==> config.mk <==
export PLATFORM = sky130hd
export DESIGN_NAME = rom_load_ctrl_flat
export DESIGN_NICKNAME = d
export VERILOG_FILES = /design/src/rtl/rom_load_ctrl_if.sv /design/src/rtl/rom_load_ctrl.sv /design/src/flat_wrapper.sv
export SDC_FILE = /design/constraint.sdc
export NUM_CORES = 1
export LEC_CHECK = 0
export ABC_AREA = 1
export BUFFER_PORTS_ARGS = -buffer_cell sky130_fd_sc_hd__clkbuf_2
export CAP_MARGIN = 20
export CORE_UTILIZATION = 55
export DETAILED_ROUTE_END_ITERATION = 10
export MAX_ROUTING_LAYER = met4
export PLACE_DENSITY = 0.8
export SLEW_MARGIN = 30
export SYNTH_ARGS = -nofsm -noshare
export SYNTH_HDL_FRONTEND = slang
export SYNTH_SLANG_ARGS = --single-unit
==> constraint.sdc <==
create_clock -name clk_sys -period 4.1 [get_ports clk_sys]
set_input_delay 0.41 -clock clk_sys [delete_from_list [all_inputs] [get_ports clk_sys]]
set_output_delay 0.41 -clock clk_sys [all_outputs]
set_load 0.01 [all_outputs]
==> src/rtl/rom_load_ctrl_if.sv <==
// rtl/rom_load_ctrl_if.sv - download stream in, ROM write port out
interface rom_load_ctrl_if #(
  parameter int unsigned AW = 17
);
  logic          ioctl_download;
  logic          ioctl_wr;
  logic [24:0]   ioctl_addr;
  logic [7:0]    ioctl_dout;
  logic [3:0]    rom_we;
  logic [AW-1:0] rom_addr;
  logic [7:0]    rom_data;

  modport master (
    output ioctl_download, ioctl_wr, ioctl_addr, ioctl_dout,
    input  rom_we, rom_addr, rom_data
  );

  modport slave (
    input  ioctl_download, ioctl_wr, ioctl_addr, ioctl_dout,
    output rom_we, rom_addr, rom_data
  );
endinterface

==> src/rtl/rom_load_ctrl.sv <==
// rtl/rom_load_ctrl.sv - ROM download sequencer: region decode, size/checksum check, core reset owner
module rom_load_ctrl #(
  parameter int unsigned AW          = 17,
  parameter logic [24:0] R1_BASE     = 25'h08000,
  parameter logic [24:0] R2_BASE     = 25'h10000,
  parameter logic [24:0] R3_BASE     = 25'h18000,
  parameter logic [24:0] IMG_SIZE    = 25'h1C000,
  parameter logic [15:0] HOLD_CYCLES = 16'd4096
) (
  input  logic           clk_sys,
  input  logic           reset_n,
  rom_load_ctrl_if.slave bus,
  output logic           core_reset,
  output logic           load_ok,
  output logic           load_err,
  output logic [24:0]    byte_cnt,
  output logic [7:0]     csum
);

  typedef enum logic [2:0] {
    S_IDLE = 3'd0,
    S_LOAD = 3'd1,
    S_HOLD = 3'd2,
    S_RUN  = 3'd3,
    S_ERR  = 3'd4
  } state_t;

  state_t        state_q, state_d;
  logic [3:0]    rom_we_q, rom_we_d;
  logic [AW-1:0] rom_addr_q, rom_addr_d;
  logic [7:0]    rom_data_q, rom_data_d;
  logic          core_reset_q, core_reset_d;
  logic          load_ok_q, load_ok_d;
  logic          load_err_q, load_err_d;
  logic [24:0]   byte_cnt_q, byte_cnt_d;
  logic [7:0]    csum_q, csum_d;
  logic          oor_q, oor_d;
  logic [15:0]   hold_q, hold_d;

  logic [1:0]    region;
  logic [24:0]   region_base;
  logic [24:0]   region_off;
  logic          in_range;
  logic          wr_acc;
  logic          size_ok;

  assign wr_acc  = (state_q == S_LOAD) && bus.ioctl_download && bus.ioctl_wr;
  assign size_ok = (byte_cnt_q == IMG_SIZE) && !oor_q;

  // Flat address to region index and base; anything at or past IMG_SIZE is out of range.
  always_comb begin
    region      = 2'd0;
    region_base = 25'd0;
    in_range    = 1'b1;
    if (bus.ioctl_addr < R1_BASE) begin
      region      = 2'd0;
      region_base = 25'd0;
    end else if (bus.ioctl_addr < R2_BASE) begin
      region      = 2'd1;
      region_base = R1_BASE;
    end else if (bus.ioctl_addr < R3_BASE) begin
      region      = 2'd2;
      region_base = R2_BASE;
    end else if (bus.ioctl_addr < IMG_SIZE) begin
      region      = 2'd3;
      region_base = R3_BASE;
    end else begin
      in_range    = 1'b0;
    end
  end

  assign region_off = bus.ioctl_addr - region_base;

  always_ff @(posedge clk_sys or negedge reset_n) begin
    if (!reset_n) begin
      state_q <= S_IDLE;
    end else begin
      state_q <= state_d;
    end
  end

  always_comb begin
    state_d = state_q;
    unique case (state_q)
      S_LOAD: begin
        if (!bus.ioctl_download) begin
          state_d = size_ok ? S_HOLD : S_ERR;
        end
      end
      S_HOLD: begin
        if (bus.ioctl_download) begin
          state_d = S_LOAD;
        end else if (hold_q == 16'd0) begin
          state_d = S_RUN;
        end
      end
      S_IDLE, S_RUN, S_ERR: begin
        if (bus.ioctl_download) begin
          state_d = S_LOAD;
        end
      end
      default: state_d = S_IDLE;
    endcase
  end

  always_comb begin
    rom_we_d     = 4'b0000;
    rom_addr_d   = rom_addr_q;
    rom_data_d   = rom_data_q;
    core_reset_d = core_reset_q;
    load_ok_d    = load_ok_q;
    load_err_d   = load_err_q;
    byte_cnt_d   = byte_cnt_q;
    csum_d       = csum_q;
    oor_d        = oor_q;
    hold_d       = hold_q;

    if ((state_q != S_LOAD) && (state_d == S_LOAD)) begin
      byte_cnt_d   = 25'd0;
      csum_d       = 8'd0;
      load_ok_d    = 1'b0;
      load_err_d   = 1'b0;
      oor_d        = 1'b0;
      core_reset_d = 1'b1;
    end

    if (wr_acc) begin
      if (in_range) begin
        rom_we_d   = 4'b0001 << region;
        rom_addr_d = region_off[AW-1:0];
        rom_data_d = bus.ioctl_dout;
        byte_cnt_d = (byte_cnt_q == '1) ? byte_cnt_q : byte_cnt_q + 25'd1;
        csum_d     = csum_q + bus.ioctl_dout;
      end else begin
        oor_d      = 1'b1;
      end
    end

    if ((state_q == S_LOAD) && (state_d == S_HOLD)) begin
      load_ok_d = 1'b1;
      hold_d    = HOLD_CYCLES - 16'd1;
    end
    if ((state_q == S_LOAD) && (state_d == S_ERR)) begin
      load_err_d = 1'b1;
    end
    if ((state_q == S_HOLD) && (state_d == S_HOLD)) begin
      hold_d = hold_q - 16'd1;
    end
    if (state_d == S_RUN) begin
      core_reset_d = 1'b0;
    end
  end

  // Async clear also cancels an in-flight rom_we pulse the moment reset_n drops.
  always_ff @(posedge clk_sys or negedge reset_n) begin
    if (!reset_n) begin
      rom_we_q     <= 4'b0000;
      rom_addr_q   <= '0;
      rom_data_q   <= 8'd0;
      core_reset_q <= 1'b1;
      load_ok_q    <= 1'b0;
      load_err_q   <= 1'b0;
      byte_cnt_q   <= 25'd0;
      csum_q       <= 8'd0;
      oor_q        <= 1'b0;
      hold_q       <= 16'd0;
    end else begin
      rom_we_q     <= rom_we_d;
      rom_addr_q   <= rom_addr_d;
      rom_data_q   <= rom_data_d;
      core_reset_q <= core_reset_d;
      load_ok_q    <= load_ok_d;
      load_err_q   <= load_err_d;
      byte_cnt_q   <= byte_cnt_d;
      csum_q       <= csum_d;
      oor_q        <= oor_d;
      hold_q       <= hold_d;
    end
  end

  assign bus.rom_we   = rom_we_q;
  assign bus.rom_addr = rom_addr_q;
  assign bus.rom_data = rom_data_q;
  assign core_reset   = core_reset_q;
  assign load_ok      = load_ok_q;
  assign load_err     = load_err_q;
  assign byte_cnt     = byte_cnt_q;
  assign csum         = csum_q;

endmodule

==> src/flat_wrapper.sv <==
// flat-port wrapper written by rule: the top's interface ports become plain ports
module rom_load_ctrl_flat 
#(
  parameter int unsigned AW          = 17,
  parameter logic [24:0] R1_BASE     = 25'h08000,
  parameter logic [24:0] R2_BASE     = 25'h10000,
  parameter logic [24:0] R3_BASE     = 25'h18000,
  parameter logic [24:0] IMG_SIZE    = 25'h1C000,
  parameter logic [15:0] HOLD_CYCLES = 16'd4096
)
  (clk_sys, reset_n, core_reset, load_ok, load_err, byte_cnt, csum, bus_ioctl_download, bus_ioctl_wr, bus_ioctl_addr, bus_ioctl_dout, bus_rom_we, bus_rom_addr, bus_rom_data);
  rom_load_ctrl_if #(.AW(AW)) bus_i ();
  input  logic clk_sys;
  input  logic reset_n;
  output logic core_reset;
  output logic load_ok;
  output logic load_err;
  output logic [24:0] byte_cnt;
  output logic [7:0] csum;
  input wire logic [$bits(bus_i.ioctl_download)-1:0] bus_ioctl_download;
  input wire logic [$bits(bus_i.ioctl_wr)-1:0] bus_ioctl_wr;
  input wire logic [$bits(bus_i.ioctl_addr)-1:0] bus_ioctl_addr;
  input wire logic [$bits(bus_i.ioctl_dout)-1:0] bus_ioctl_dout;
  output wire logic [$bits(bus_i.rom_we)-1:0] bus_rom_we;
  output wire logic [$bits(bus_i.rom_addr)-1:0] bus_rom_addr;
  output wire logic [$bits(bus_i.rom_data)-1:0] bus_rom_data;
  assign bus_i.ioctl_download = bus_ioctl_download;
  assign bus_i.ioctl_wr = bus_ioctl_wr;
  assign bus_i.ioctl_addr = bus_ioctl_addr;
  assign bus_i.ioctl_dout = bus_ioctl_dout;
  assign bus_rom_we = bus_i.rom_we;
  assign bus_rom_addr = bus_i.rom_addr;
  assign bus_rom_data = bus_i.rom_data;
  rom_load_ctrl #(.AW(AW), .R1_BASE(R1_BASE), .R2_BASE(R2_BASE), .R3_BASE(R3_BASE), .IMG_SIZE(IMG_SIZE), .HOLD_CYCLES(HOLD_CYCLES)) u_core (.clk_sys(clk_sys), .reset_n(reset_n), .bus(bus_i), .core_reset(core_reset), .load_ok(load_ok), .load_err(load_err), .byte_cnt(byte_cnt), .csum(csum));
endmodule
==> reports/results.ini <==
[setup_path]
worst-path-max-fanout = 65
cp.required_ns = 4.33
crit_top_cell = nand2_1
path_cells = inv_2 > nand2_2 > nor2_4 > nand3_4 > nor2_4 > clkinv_2 > nand2_1 > nand2_1 > nand2_1 > nand2_1
crit_buf_inv = 2
cp_top_family = simple AND/OR/NAND/NOR gates
worstSetupPathType = reg2reg
critPathArrivalTime_ns = 3.23
end_kind = register
max_stage_delay_ns = 0.86
startpoint_type = register
crit_slowest_cell = clkinv_2

[run_status]
violations = negative hold slack
status = finished with violations

[die]
die_area_um2 = 9490
io-pin-count = 102
die_x_um = 97.4
start_util_pct = 57.2
core_area_um2 = 8760
rows = 34
die_h_um = 97.4

[synthesis]
synth_edf_count = 0
synth.most_common_cell = nand2_1
synth_cells = 662
yosysWarnings = 0
synth_cell_types = 39
synth_ff_type = dfrtp_1
synthDominantCellAreaShare_pct = 42.0
yosysTopAreaCell = dfrtp_1
synth_area_leaders = dfrtp_1, nand2_1, nand3_1
ys_ff_latch = 85
ys_async_sr_fraction_pct = 100
syn_area_um2 = 5010
syn_nets = 711
yosysSeqAreaShare_pct = 42.5
ys_top_cells_by_count = nand2_1, dfrtp_1, nand3_1
avgSynthCellArea_um2 = 7.57

[power]
p_leak_nw = 3.27
irDropWorstVdd_v = 0.000154
p_total_mw = 1.85
power_density_nw_per_um2 = 323

[layout]
fin_nets = 804
syn2layout_area_growth_pct = 14.2
drive_above_1_share_pct = 19.2
fill_cells = 785
postLayoutCoreUtil_pct = 65.3
n_antenna_cell = 0
regArea_um2 = 2130
stdcell_count = 868
design_area_um2 = 5720
multi_input_area_um2 = 2490

[placement]
pre_cts_ws_ns = 1.44
port_buffers = 101
dp_hpwl_mm = 8.32
dp.cells = 852
place_congestion = 0.868
post_dp_cell_area_um2 = 5520

[sta]
finalCritPeriodShare_pct = 73.0
worst_clock_skew_ns = 0.0115
rsz0062_at_grt = false
finalSetupViolations = 0
slew_headroom_pct = 39.2
fin_setup_tns_ns = 0
layout_setup_ws_ns = 1.11
tightest_slew_ns = 0.911
hold_violations = 8
max_freq_mhz = 334
post-route-min-period_ns = 2.99
finalMaxSlewViolations = 0
hold_ws_ns = -0.0155

[clock_network]
cts_hold_buf = 0
tritoncts = done
clockBufferDepth = 2
cts_made_buffers = 9
htreeDepth = 3
root_buffer = clkbuf_8
cts_sinks = 85
post_cts_buffers = 0
clock_insertion_delay_worst_skew_ns = 0.36
cts_resized = 0
clkSlewWorstSetupHoldPaths_ns = 0.10

[detailed_routing]
vias = 4610
wl_mm = 11.8
antenna_left = 0
drtIter0Drc = 221
dr.pass1.iters = 5
vias_per_cell = 5.31
drc = 0
wl_per_cell_um = 13.5

[flow_run]
maxCapViolCount = 0

[grt]
grt_max_degree = 66
grt_usage_pct = 26.4
grt_overflow = 0
antenna_found_initial = 0
grt_pass1_wl_mm = 20.1
grt_pass1_vias = 4397

[min_path]
hold_path_class = in2async

==> worst paths after layout <==
path	slack, ns	cells past startpoint	to	from
max	1.11	10	u_core.byte_cnt[11]	u_core.state_q[1]
min	-0.02	1	u_core.bus.rom_addr[5]	reset_n
max reg2reg	1.11	10	u_core.byte_cnt[11]	u_core.state_q[1]
min reg2reg	0.48	2	u_core.bus.rom_addr[9]	u_core.bus.rom_addr[9]
max in group asynchronous	3.09	2	u_core.byte_cnt[16]	reset_n
min in group clk_sys	0.24	3	u_core.bus.rom_addr[3]	bus_ioctl_addr[3]
==> sequential cells by signal, summed over array words and instances, names as in the netlist <==
name / cells
u_core.byte_cnt: 25
u_core.bus.rom_addr: 17
u_core.hold_q: 16
u_core.bus.rom_data: 8
u_core.csum: 8
u_core.bus.rom_we: 4
u_core.state_q: 3
u_core.core_reset: 1
u_core.load_err: 1
u_core.load_ok: 1
u_core.oor_q: 1
==> area by class of cell <==
cell class / count / area share, %
Sequential cell: 85 / 37.2
Multi-Input combinational cell: 493 / 43.5
Timing Repair Buffer: 103 / 9.14
Clock buffer: 10 / 2.23
Inverter: 63 / 4.22
Clock inverter: 6 / 1.33
Tap cell: 108 / 2.36
==> layer usage <==
layer	vias to the layer above	GRT usage (%)	wire [um]
li1	2315	-	-
met1	2139	34.2	5350
met2	135	43.0	5700
met3	21	3.38	539
met4	0	9.16	174
met5	-	-	0
==> worst reg2reg max path, delay by kind of cell, from the launching register on <==
| kind | cells | cell delay [ns] |
|---|---|---|
| simple gates | 8 | 1.45 |
| buf+inv | 2 | 0.96 |
| flops | 1 | 0.45 |
==> placed cells by master (no fill, tap or decap), types with 2 or more instances in the layout <==
cell type | synthesis | layout
nor2_1 | 66 | 66
a21oi_1 | 6 | 6
xor2_1 | 15 | 15
o21ai_1 | 8 | 8
o22ai_1 | 2 | 2
inv_2 | 3 | 2
nand4_1 | 14 | 14
inv_1 | 58 | 58
nor2_2 | 3 | 3
nand3_4 | 3 | 3
xnor2_1 | 8 | 8
nand2_2 | 3 | 3
nor3_1 | 6 | 6
o211ai_1 | 14 | 14
nor2_4 | 4 | 4
ha_1 | 11 | 11
nand3_2 | 4 | 4
nand3_1 | 75 | 75
nand2_4 | 2 | 2
nand2_1 | 221 | 221
nand3b_1 | 4 | 4
clkbuf_2 | 0 | 100
inv_6 | 0 | 3
clkbuf_8 | 0 | 9
clkinv_2 | 1 | 2
buf_4 | 4 | 3
o21ai_0 | 15 | 15
dfrtp_1 | 84 | 84
==> power by group <==
group	internal, mW	total (mW)	switching [mW]
logic	0.0856	0.332	0.246
clock network	0.294	0.624	0.330
registers	0.870	0.893	0.0228
total	1.25	1.85	0.599
==> cells by family (layout without fill, tap and decap cells) <==
| family | count (synthesis) | after routing | share of synthesized area (%) |
|---|---|---|---|
| AO/OA/AOI/OAI | 49 | 49 | 5.92 |
| XOR/XNOR | 23 | 23 | 4.02 |
| adder cells (fa/ha/maj) | 12 | 12 | 3.15 |
| buffers and inverters | 84 | 182 | 7.82 |
| flip-flops | 85 | 85 | 42.5 |
| AND/OR/NAND/NOR | 409 | 409 | 36.6 |
(Power assumes the default switching activity.)
